<file path="src/rtl/prog_ack_tx.sv">
// Program-loader acknowledge: counts and sums loaded words, sends a 7-byte 8N1 summary frame on done_i rise.
// Latency: first start bit one cycle after the start cycle; frame lasts exactly 70 bit periods.
// Backpressure: none; start conditions while busy are dropped, word accumulation never stalls.
module prog_ack_tx (
  input  logic        clk_i,
  input  logic        rst_ni,
  input  logic [15:0] clks_per_bit_i,
  input  logic        we_i,
  input  logic [31:0] wdata_i,
  input  logic        done_i,
  output logic        tx_o,
  output logic        tx_en_o,
  output logic        busy_o,
  output logic        frame_sent_o
);

  typedef enum logic [2:0] {
    S_IDLE  = 3'd0,
    S_START = 3'd1,
    S_DATA  = 3'd2,
    S_STOP  = 3'd3,
    S_DONE  = 3'd4
  } state_t;

  localparam logic [7:0] SYNC_BYTE = 8'hA5;

  state_t      state_q, state_d;
  logic        done_q;
  logic [15:0] word_cnt_q;
  logic [31:0] sum_q;
  logic [15:0] frame_cnt_q;
  logic [31:0] frame_sum_q;
  logic [15:0] period_q;
  logic [15:0] cyc_cnt_q;
  logic [2:0]  bit_idx_q;
  logic [2:0]  byte_idx_q;
  logic        start_evt;
  logic        bit_end;
  logic        in_frame;
  logic [7:0]  tx_byte;

  // A frame may only begin from IDLE, on the cycle done_i is first seen high.
  assign start_evt = (state_q == S_IDLE) && done_i && !done_q;
  assign in_frame  = (state_q == S_START) || (state_q == S_DATA) || (state_q == S_STOP);
  assign bit_end   = (cyc_cnt_q == (period_q - 16'd1));

  // Edge detector history; resets high so a level already asserted at reset release is ignored.
  always_ff @(posedge clk_i or negedge rst_ni) begin
    if (!rst_ni) begin
      done_q <= 1'b1;
    end else begin
      done_q <= done_i;
    end
  end

  // Word count and checksum of the current loading session; restarted at each frame start.
  always_ff @(posedge clk_i or negedge rst_ni) begin
    if (!rst_ni) begin
      word_cnt_q <= 16'd0;
      sum_q      <= 32'd0;
    end else if (start_evt) begin
      // A write landing in the start cycle belongs to the new session.
      word_cnt_q <= we_i ? 16'd1 : 16'd0;
      sum_q      <= we_i ? wdata_i : 32'd0;
    end else if (we_i) begin
      if (word_cnt_q != 16'hFFFF) begin
        word_cnt_q <= word_cnt_q + 16'd1;
      end
      sum_q <= sum_q + wdata_i;
    end
  end

  // Snapshot of session totals and bit period, frozen for the duration of the frame.
  always_ff @(posedge clk_i or negedge rst_ni) begin
    if (!rst_ni) begin
      frame_cnt_q <= 16'd0;
      frame_sum_q <= 32'd0;
      period_q    <= 16'd1;
    end else if (start_evt) begin
      frame_cnt_q <= word_cnt_q;
      frame_sum_q <= sum_q;
      period_q    <= (clks_per_bit_i == 16'd0) ? 16'd1 : clks_per_bit_i;
    end
  end

  // Bit period timer plus bit and byte position within the frame.
  always_ff @(posedge clk_i or negedge rst_ni) begin
    if (!rst_ni) begin
      cyc_cnt_q  <= 16'd0;
      bit_idx_q  <= 3'd0;
      byte_idx_q <= 3'd0;
    end else if (start_evt) begin
      cyc_cnt_q  <= 16'd0;
      bit_idx_q  <= 3'd0;
      byte_idx_q <= 3'd0;
    end else if (in_frame) begin
      if (bit_end) begin
        cyc_cnt_q <= 16'd0;
        if (state_q == S_DATA) begin
          bit_idx_q <= bit_idx_q + 3'd1;
        end
        if (state_q == S_STOP) begin
          byte_idx_q <= byte_idx_q + 3'd1;
        end
      end else begin
        cyc_cnt_q <= cyc_cnt_q + 16'd1;
      end
    end
  end

  // Frame byte selected by position: sync byte, count MSB first, sum MSB first.
  always_comb begin
    tx_byte = SYNC_BYTE;
    case (byte_idx_q)
      3'd0:    tx_byte = SYNC_BYTE;
      3'd1:    tx_byte = frame_cnt_q[15:8];
      3'd2:    tx_byte = frame_cnt_q[7:0];
      3'd3:    tx_byte = frame_sum_q[31:24];
      3'd4:    tx_byte = frame_sum_q[23:16];
      3'd5:    tx_byte = frame_sum_q[15:8];
      3'd6:    tx_byte = frame_sum_q[7:0];
      default: tx_byte = SYNC_BYTE;
    endcase
  end

  // FSM state register; reset aborts any frame in progress.
  always_ff @(posedge clk_i or negedge rst_ni) begin
    if (!rst_ni) begin
      state_q <= S_IDLE;
    end else begin
      state_q <= state_d;
    end
  end

  // FSM next-state: start bit, eight data bits, stop bit, repeated for seven bytes.
  always_comb begin
    state_d = state_q;
    case (state_q)
      S_IDLE: begin
        if (start_evt) state_d = S_START;
      end
      S_START: begin
        if (bit_end) state_d = S_DATA;
      end
      S_DATA: begin
        if (bit_end && (bit_idx_q == 3'd7)) state_d = S_STOP;
      end
      S_STOP: begin
        if (bit_end) state_d = (byte_idx_q == 3'd6) ? S_DONE : S_START;
      end
      S_DONE: begin
        state_d = S_IDLE;
      end
      default: begin
        state_d = S_IDLE;
      end
    endcase
  end

  // FSM outputs decoded from state so reset forces the line idle immediately.
  always_comb begin
    tx_o         = 1'b1;
    tx_en_o      = 1'b0;
    busy_o       = 1'b0;
    frame_sent_o = 1'b0;
    case (state_q)
      S_START: begin
        tx_o    = 1'b0;
        tx_en_o = 1'b1;
        busy_o  = 1'b1;
      end
      S_DATA: begin
        tx_o    = tx_byte[bit_idx_q];
        tx_en_o = 1'b1;
        busy_o  = 1'b1;
      end
      S_STOP: begin
        tx_o    = 1'b1;
        tx_en_o = 1'b1;
        busy_o  = 1'b1;
      end
      S_DONE: begin
        frame_sent_o = 1'b1;
      end
      default: begin
        tx_o = 1'b1;
      end
    endcase
  end

endmodule

</file>
<file path="config.mk">
export PLATFORM = sky130hd
export DESIGN_NAME = prog_ack_tx
export DESIGN_NICKNAME = d
export VERILOG_FILES = /design/src/rtl/prog_ack_tx.sv
export SDC_FILE = /design/constraint.sdc
export NUM_CORES = 1
export LEC_CHECK = 0
export BUFFER_PORTS_ARGS = -buffer_cell sky130_fd_sc_hd__buf_2
export CORE_MARGIN = 4
export CORE_UTILIZATION = 55
export CTS_CLUSTER_SIZE = 10
export DETAILED_ROUTE_END_ITERATION = 8
export PLACE_DENSITY = 0.8
export SYNTH_ARGS = -nofsm -noshare
export SYNTH_HDL_FRONTEND = slang
export SYNTH_SLANG_ARGS = --single-unit
</file>
<file path="constraint.sdc">
create_clock -name clk_i -period 3 [get_ports clk_i]
set_clock_uncertainty 0.1 [all_clocks]
set_input_delay 0.45 -clock clk_i [delete_from_list [all_inputs] [get_ports clk_i]]
set_output_delay 0.45 -clock clk_i [all_outputs]
set_load 0.02 [all_outputs]
</file>
* Word level (Yosys, flattened, before mapping)
Cells that the tools add are included.
** Word-level totals
- Register bits :: 138
- Bits of input ports :: 52
- Logic and storage cells :: 84
** Operators by class
- Add/sub/neg operators :: 6
- Order comparisons :: 1
- Equality and inequality tests :: 17
- Mux-type cells :: 31
- Reduce and logical (&&, ||, !) cells :: 19
** Operators by type and width (count)
- $mux 16 :: 7
- $mux 32 :: 3
- $pmux 8 s6 :: 1
- $mux 3 :: 13
- $add 16x1->16 const B :: 2
- $add 32x32->32 :: 1
- $eq 16x16->1 :: 1
- $logic_not 16->1 :: 1
- $ne 16x16->1 const B :: 1
- $sub 16x1->16 const B :: 1
- $eq 3x3->1 const B :: 5
- $eq 3x2->1 const B :: 4
- $pmux 3 s4 :: 1
- $reduce_bool 2->1 :: 6
- $add 3x1->3 const B :: 2
- $eq 3x1->1 const B :: 2
- $ne 2x2->1 const B :: 3
- $reduce_and 3->1 :: 2
- $lt 3x4->1 const B :: 1
- $mux 1 :: 4
- $reduce_and 4->1 :: 1
- $bmux 1 s3 :: 1
- $logic_and 1x1->1 :: 3
- $logic_not 3->1 :: 1
- other kinds (6) :: 7

* Logic depth before layout (Yosys ltp)
Gate-level depths: netlist of run 1.
- Depth after elaboration :: 5
- Mapped depth :: 13
- Mapped depth without buffers :: 12

* Least setup slack after synthesis of run 1
OpenSTA, ideal clock, no wires.
- Path kind :: register to register
- From :: reg period_q[0]
- To :: reg cyc_cnt_q[6]
- Setup time :: 0.064 ns
- Arrival :: 3.024 ns
- Required time :: 2.836 ns
- Setup slack :: -0.189 ns
- Stages on the path, launching flop included :: 14
- Period minus slack after synthesis :: 3.189 ns
- Cell sequence :: dfstp_2 inv_1 ha_1 or4b_1 clkbuf_1 nor4_1 mux2_1 mux2i_1 a211oi_1 o2111a_2 or2b_4 buf_4 nor3b_1 a21o_1
** Between the ends
- Cells in the longest elaborated chain, start to end :: 5
** RTL lines
- start, declared :: RTL line 33 : logic [15:0] period_q;
- start signal, assigned :: RTL line 82 : period_q <= (clks_per_bit_i == 16'd0) ? 16'd1 : clks_per_bit_i;
- $sub 16x1->16 :: RTL line 45 : assign bit_end = (cyc_cnt_q == (period_q - 16'd1));
- $eq 16x16->1 :: RTL line 45
- $mux 16 :: RTL line 97 : if (bit_end) begin
- $mux 16 :: RTL line 96 : end else if (in_frame) begin
- $mux 16 :: RTL line 92 : end else if (start_evt) begin
- end signal, assigned :: RTL line 106 : cyc_cnt_q <= cyc_cnt_q + 16'd1;
- end, declared :: RTL line 34 : logic [15:0] cyc_cnt_q;
Every way passes these cells. The select of a mux whose other input is x is not followed.
A chain may end at the register's enable or synchronous reset.

* Worst setup path after layout of run 1
- From :: reg period_q[8]
- To :: reg byte_idx_q[0]
** Between the ends
- Cells in the longest elaborated chain, start to end :: 4
** RTL lines
- $sub 16x1->16 :: RTL line 45
- $eq 16x16->1 :: RTL line 45
- $reduce_bool 2->1 (no source line)
- $reduce_and 3->1 (no source line)
- end signal, assigned :: RTL line 103 : byte_idx_q <= byte_idx_q + 3'd1;
- end, declared :: RTL line 36 : logic [2:0] byte_idx_q;
Every way passes these cells.

==> flow_metrics.py, run 1 <==
metrics = {
    "outcome": {
        "violations": "setup timing",
        "outcome": "finished, violations left",
    },
    "logic_synthesis": {
        "synth_top_area_share_pct": 39.6,
        "synth_edf_count": 0,
        "yosysMostFrequentCell": "nand2_1",
        "syn-cell-area_um2": 8590,
        "syn_inst": 1021,
        "synth_commonest_cells": "270 x nand2_1, 136 x dfrtp_1, 57 x o21ai_0, 55 x nor2_1",
        "yosysTopAreaCell": "dfrtp_1",
        "syn_avg_cell_area_um2": 8.42,
        "yosysUniqueCellTypes": 73,
        "async_reset_ff_share_pct": 100,
        "synth.area.top_cells": "dfrtp_1 40%, nand2_1 12%, ha_1 6.0%, xnor2_1 3.6%, o21ai_0 3.3%",
        "synth-seq-cells": 138,
        "postSynth.topFlopCell": "dfrtp_1",
        "yosysSeqAreaShare_pct": 40.2,
        "yosysWarnings": 0,
        "synth_fp_nets": 1115,
    },
    "placed_design": {
        "globalplace.congestion": 0.986,
        "port_buffers": 55,
        "dp_hpwl_mm": 15.2,
        "preCtsSetupSlack_ns": -0.361,
    },
    "floorplanning": {
        "die_area_um2": 17700,
        "fp-row-count": 45,
        "die_x_um": 133,
        "die_h_um": 133,
        "io_pins": 56,
        "core_area_um2": 15300,
        "initial_core_util_pct": 56.3,
    },
    "sta": {
        "hold_violations": 0,
        "tightest_slew_ns": 0.643,
        "slew_viol_final": 0,
        "slew-limit-headroom_pct": 57.1,
        "rsz0062_at_grt": "true",
        "period_share_pct": 109,
        "setup_ws_ns": -0.262,
        "fin_crit_ns": 3.26,
        "setup_viol_count_final": 25,
        "fmax_ghz": 0.307,
        "fin_tns_setup_ns": -4.15,
    },
    "layout": {
        "nets": 1227,
        "drive_gt1_share_pct": 21.2,
        "num_antenna_cells": 0,
        "seqCellArea_um2": 3460,
        "multi_input_area_um2": 5160,
        "areaGrowthSynthToFinish_pct": 23.2,
        "n_fill_cell": 1153,
    },
    "cts": {
        "clk_latency_ns": 0.43,
        "cts-buffers-inserted": 17,
        "cts.sinks": 138,
        "ctsHtreeMaxLevel": 4,
        "clockBufferDepth": 2,
        "cts-root-buf": "clkbuf_16",
        "cts.clk_slew.worst_paths_ns": 0.06,
        "cts_tree": "built",
    },
    "route": {
        "wl_mm": 22.4,
        "vias": 7887,
        "first_pass_iters": 6,
        "antenna_left": 0,
        "drt-wirelength-per-cell_um": 16.5,
        "vias_per_cell": 5.81,
        "drtIter0Drc": 688,
        "drc_errors": 0,
    },
    "worst_setup_path": {
        "startpoint_type": "flop",
        "required_ns": 3.19,
        "critPathKind": "reg -> reg",
        "cp-end-kind": "flop",
        "path_max_fanout": 5,
        "cp.arrival_ns": 3.45,
    },
    "power_and_ir_drop": {
        "ir_drop_mv": 0.564,
        "p_per_area_nw_per_um2": 911,
        "p_leak_nw": 5.23,
    },
    "flow_run": {
        "max-cap-violations": 0,
    },
    "grt": {
        "antenna_found_initial": 0,
        "track_usage_pct": 25.2,
        "grt_max_degree": 108,
        "grt_pass1_vias": 7474,
        "grt_pass1_wl_mm": 36.6,
        "overflow": 0,
    },
    "worst_hold_path": {
        "min_path_type": "in -> reg",
    },
}
==> state kept, by name, summed over array words and instances, names as in the netlist <==
name / flops
bit_idx_q: 3
byte_idx_q: 3
cyc_cnt_q: 16
done_q: 1
frame_cnt_q: 16
frame_sum_q: 32
period_q: 16
state_q: 3
sum_q: 32
word_cnt_q: 16
==> layout by cell type, fill, tap and decap left out, types with 5 or more instances in the layout <==
cell,Yosys,routed
mux2i_1,8,8
buf_4,2,79
mux2_2,9,9
xnor2_1,35,34
nand2_1,270,268
nand4_1,6,6
a21oi_1,41,39
ha_1,41,36
a31oi_1,18,15
inv_1,22,20
dfrtp_1,136,135
or3_1,7,5
xor2_1,18,18
nand3_1,25,25
clkbuf_16,0,17
nor2_1,55,54
nor3b_2,0,6
o21ai_0,57,52
nor2b_1,11,11
nor3_1,13,13
a21o_1,34,34
nor4_1,8,7
buf_2,1,54
a221oi_1,9,5
o21ai_1,11,14
o211ai_1,13,13
and3_1,21,21
==> cells by family (layout without fill, tap and decap cells) <==
kind of cell	count (synthesis)	in the layout	synth area share, %
AND/OR/NAND/NOR	451	454	23.6
AO/OA/AOI/OAI	246	246	18.8
buffers and inverters	73	195	3.55
multiplexers	18	18	2.24
flip-flops	138	138	40.2
adder cells (fa/ha/maj)	42	42	6.20
XOR/XNOR	53	53	5.40
==> metrics by stage <==
| stage | cells | hold slack, ns | cell area, um2 | utilization (%) | power [W] |
|---|---|---|---|---|---|
| after floorplan | 1021 | 0.0544 | 8620 | - | 0.00576 |
| after global placement | 1309 | 0.336 | 9530 | 62.4 | 0.00687 |
| after detailed placement | 1309 | 0.333 | 9530 | 62.4 | 0.00701 |
| after CTS | 1348 | 0.0143 | 10400 | 68.0 | 0.00945 |
| after global routing | 1357 | 0.0160 | 10600 | 69.4 | 0.0103 |
| final | 1357 | 0.0285 | 10600 | 69.4 | 0.00965 |
==> critical path: stages (launching register included) <==
cell and delay, ns:
dfrtp_1 0.39, or3_4 0.39, or4_4 0.51, or3_4 0.41
a21bo_1 0.19, a211oi_2 0.21, o2111a_2 0.29, buf_12 0.12
nand4_4 0.16, buf_6 0.17, xnor2_2 0.12, nor2_1 0.06
==> area by class of cell <==
type                    instances  share of cell area (%)
repair buffers                141                    9.24
clock buffers                  19                    4.28
well taps                     211                    2.49
multi-input cells             813                    48.7
inverters                      22                   0.780
flip-flops and latches        138                    32.7
clock inverters                13                    1.80
==> routing by layer <==
metal / routed length (um) / track usage [%]
met1: 9960 / 34.7
met2: 10700 / 40.2
met3: 1170 / 4.45
met4: 535 / 8.55
met5: 0 / 0
==> path summary, 6_finish.rpt <==
| check | startpoint | cells after the start | slack (ns) | to |
|---|---|---|---|---|
| hold / removal | done_i | 1 | 0.03 | done_q |
| setup / recovery | period_q[8] | 11 | -0.26 | byte_idx_q[0] |
| setup reg to reg | period_q[8] | 11 | -0.26 | byte_idx_q[0] |
| min in group asynchronous | rst_ni | 2 | 0.44 | period_q[1] |
| hold reg to reg | frame_cnt_q[4] | 2 | 0.38 | frame_cnt_q[4] |
| max in group asynchronous | rst_ni | 3 | 1.68 | sum_q[17] |
==> where the power goes <==
part	total, W	switching [W]	internal, W
clock network	0.00227	0.000831	0.00144
logic	0.00430	0.00221	0.00209
registers	0.00308	0.000582	0.00250
==> what timing repair did <==
item	CTS	global route
endpoints found under the setup margin	36	38
resized for setup	35	32
pin swaps	6	18
setup buffers	3	9
hold endpoints to repair	48	0
hold buffers	1	0
gates cloned	3	0
(Power assumes the default switching activity.)
==> inputs of run 2 (changes only) <==
--- a/config.mk
+++ b/config.mk
@@ -7,10 +7,10 @@
 export LEC_CHECK = 0
 export BUFFER_PORTS_ARGS = -buffer_cell sky130_fd_sc_hd__buf_2
 export CORE_MARGIN = 4
-export CORE_UTILIZATION = 55
+export CORE_UTILIZATION = 35
 export CTS_CLUSTER_SIZE = 10
 export DETAILED_ROUTE_END_ITERATION = 8
-export PLACE_DENSITY = 0.8
+export PLACE_DENSITY = 0.57
 export SYNTH_ARGS = -nofsm -noshare
 export SYNTH_HDL_FRONTEND = slang
 export SYNTH_SLANG_ARGS = --single-unit
==> flow_metrics.py, run 2 (synthesis gave the netlist of run 1 again) <==
metrics = {
    "sta": {
        "slew_viol_final": 0,
        "holdWs_ns": 0.0367,
        "slew-limit-headroom_pct": 64.9,
        "fin_crit_ns": 3.17,
        "hold_violations": 0,
        "rsz0062_at_grt": "true",
        "setup_ws_ns": -0.168,
        "setup_viol_count_final": 26,
        "fmax_ghz": 0.316,
        "period_share_pct": 106,
        "tightest_slew_ns": 0.527,
    },
    "grt": {
        "grt_pass1_wl_mm": 38.0,
        "grt_max_degree": 108,
        "overflow": 0,
        "antenna_found_initial": 0,
        "track_usage_pct": 17.4,
        "grt_pass1_vias": 7549,
    },
    "outcome": {
        "violations": "setup timing",
        "outcome": "finished, violations left",
    },
    "worst_setup_path": {
        "cp_top_family": "compound AO/OA/AOI/OAI gates",
        "startpoint_type": "flop",
        "required_ns": 2.45,
        "cp.arrival_ns": 2.62,
        "cp-end-kind": "primary output",
        "path_max_fanout": 4,
        "cp_cell_sequence": "inv_2 -> ha_4 -> buf_6 -> a222oi_1 -> a21oi_1 -> a21oi_2 -> a21oi_1 -> a211o_1 -> a21oi_2 -> o21ai_1 -> buf_4",
        "critPathMaxStageDelay_ns": 0.41,
        "crit_slowest_cell": "dfrtp_1",
        "critPathKind": "reg -> out",
        "path_buf_inv": 3,
    },
    "worst_hold_path": {
        "min_path_type": "in -> reg",
    },
    "floorplanning": {
        "io_pins": 56,
        "die_x_um": 165,
        "core_area_um2": 24200,
        "die_area_um2": 27100,
        "fp-row-count": 57,
        "initial_core_util_pct": 35.4,
        "die_h_um": 165,
    },
    "route": {
        "first_pass_iters": 5,
        "antenna_left": 0,
        "drtIter0Drc": 430,
        "vias_per_cell": 5.18,
        "drt-wirelength-per-cell_um": 15.4,
        "vias": 7667,
        "wl_mm": 22.9,
        "drc_errors": 0,
    },
    "cts": {
        "cts-root-buf": "clkbuf_16",
        "clk_latency_ns": 0.43,
        "ctsHtreeMaxLevel": 4,
        "cts.sinks": 138,
        "cts.clk_slew.worst_paths_ns": 0.06,
        "cts_tree": "built",
        "cts-buffers-inserted": 17,
        "clockBufferDepth": 2,
    },
    "layout": {
        "drive_gt1_share_pct": 24.0,
        "top_regs": "frame_sum_q x32, sum_q x32",
        "final_common_cell": "nand2_1",
        "nets": 1237,
        "multi_input_area_um2": 5260,
        "seqCellArea_um2": 3460,
        "areaGrowthSynthToFinish_pct": 27.0,
        "num_antenna_cells": 0,
        "n_fill_cell": 2391,
        "final_cell_count_no_fill": 1480,
        "utilization_pct": 45.0,
        "layout_common_cells": "268 x nand2_1, 134 x dfrtp_1, 82 x buf_4",
    },
    "placed_design": {
        "dp_hpwl_mm": 16.1,
        "port_buffers": 55,
        "post-place-cells": 1430,
        "globalplace.congestion": 0.842,
    },
    "power_and_ir_drop": {
        "power.share.sequential_pct": 32.0,
        "p_per_area_nw_per_um2": 881,
        "p_leak_nw": 5.29,
        "power_w": 0.00962,
        "clockPowerShare_pct": 22.9,
        "ir_drop_mv": 0.445,
        "net-switching-power_w": 0.00361,
        "p_sw_share_pct": 37.6,
        "combPwrFrac_pct": 45.1,
        "p_int_w": 0.00600,
    },
    "flow_run": {
        "max-cap-violations": 0,
    },
}
==> run 2: changes by cell type in the layout (fill, tap and decap cells not counted), moves of 2 or more <==
cell / previous run / this run
nor2_2: 0 / 2
o21ai_2: 2 / 11
clkinv_4: 4 / 1
a21oi_1: 39 / 37
a21oi_2: 2 / 4
o21ai_1: 14 / 6
buf_6: 4 / 11
nor2_1: 54 / 52
clkinv_2: 2 / 4
nor3b_1: 4 / 2
clkinvlp_4: 1 / 3
buf_4: 79 / 82
==> run 2: worst paths after layout <==
kind,start,to,slack (ns),depth (start not counted)
worst max register to register,period_q[8],byte_idx_q[2],-0.16,10
min in group asynchronous,rst_ni,cyc_cnt_q[1],0.44,2
worst min-delay path,done_i,done_q,0.04,1
worst max-delay path,byte_idx_q[0],tx_o,-0.17,11
max in group asynchronous,rst_ni,frame_cnt_q[2],1.56,3
worst min register to register,frame_cnt_q[5],frame_cnt_q[5],0.37,2
==> run 2: timing repair <==
| item | 4_1_cts | 5_1_grt |
|---|---|---|
| setup endpoints to repair | 33 | 37 |
| resized for setup | 53 | 51 |
| pin swaps | 29 | 29 |
| hold buffers | 1 | 0 |
| buffers inserted | 8 | 8 |
| gates cloned | 3 | 0 |
| hold endpoints to repair | 47 | 0 |
==> run 2: metrics by stage <==
| step | area (um2) | setup TNS [ns] | setup slack [ns] |
|---|---|---|---|
| after detailed placement | 9740 | -5.76 | -0.371 |
| after global routing | 10900 | -4.27 | -0.319 |
| after CTS | 10600 | -1.23 | -0.154 |
| after floorplan | 8620 | -0.544 | -0.0551 |
| after global placement | 9740 | -4.24 | -0.319 |
| final | 10900 | -1.77 | -0.168 |
==> run 2: power groups by stage <==
stage                     Sequential (W)  Combinational (W)  Clock, W
final                            0.00308            0.00434   0.00220
after global placement           0.00307            0.00396         0
after CTS                        0.00307            0.00415   0.00224
after floorplan                  0.00290            0.00286         0
after global routing             0.00317            0.00490   0.00232
after detailed placement         0.00309            0.00400         0
==> run 2: per-layer routing <==
layer,up-vias,routed length [um],GRT usage (%)
met4,0,367,5.10
met1,3669,11000,24.0
met2,125,10800,28.4
met3,25,734,2.80
met5,-,0,0
li1,3848,-,-
==> run 2: worst reg2reg max path: cells and delay by family (launching register included) <==
family	cells	cell delay, ns
buffers and inverters	1	0.14
AO/OA/AOI/OAI	4	0.81
AND/OR/NAND/NOR	5	1.66
flip-flops	1	0.38
==> run 2: layout make-up <==
class                   count  share of cell area, %
multi-input cells         813                   48.2
flip-flops and latches    138                   31.7
repair buffers            151                   10.0
clock buffers              18                   4.02
well taps                 324                   3.71
clock inverters            14                   1.56
inverters                  22                  0.780
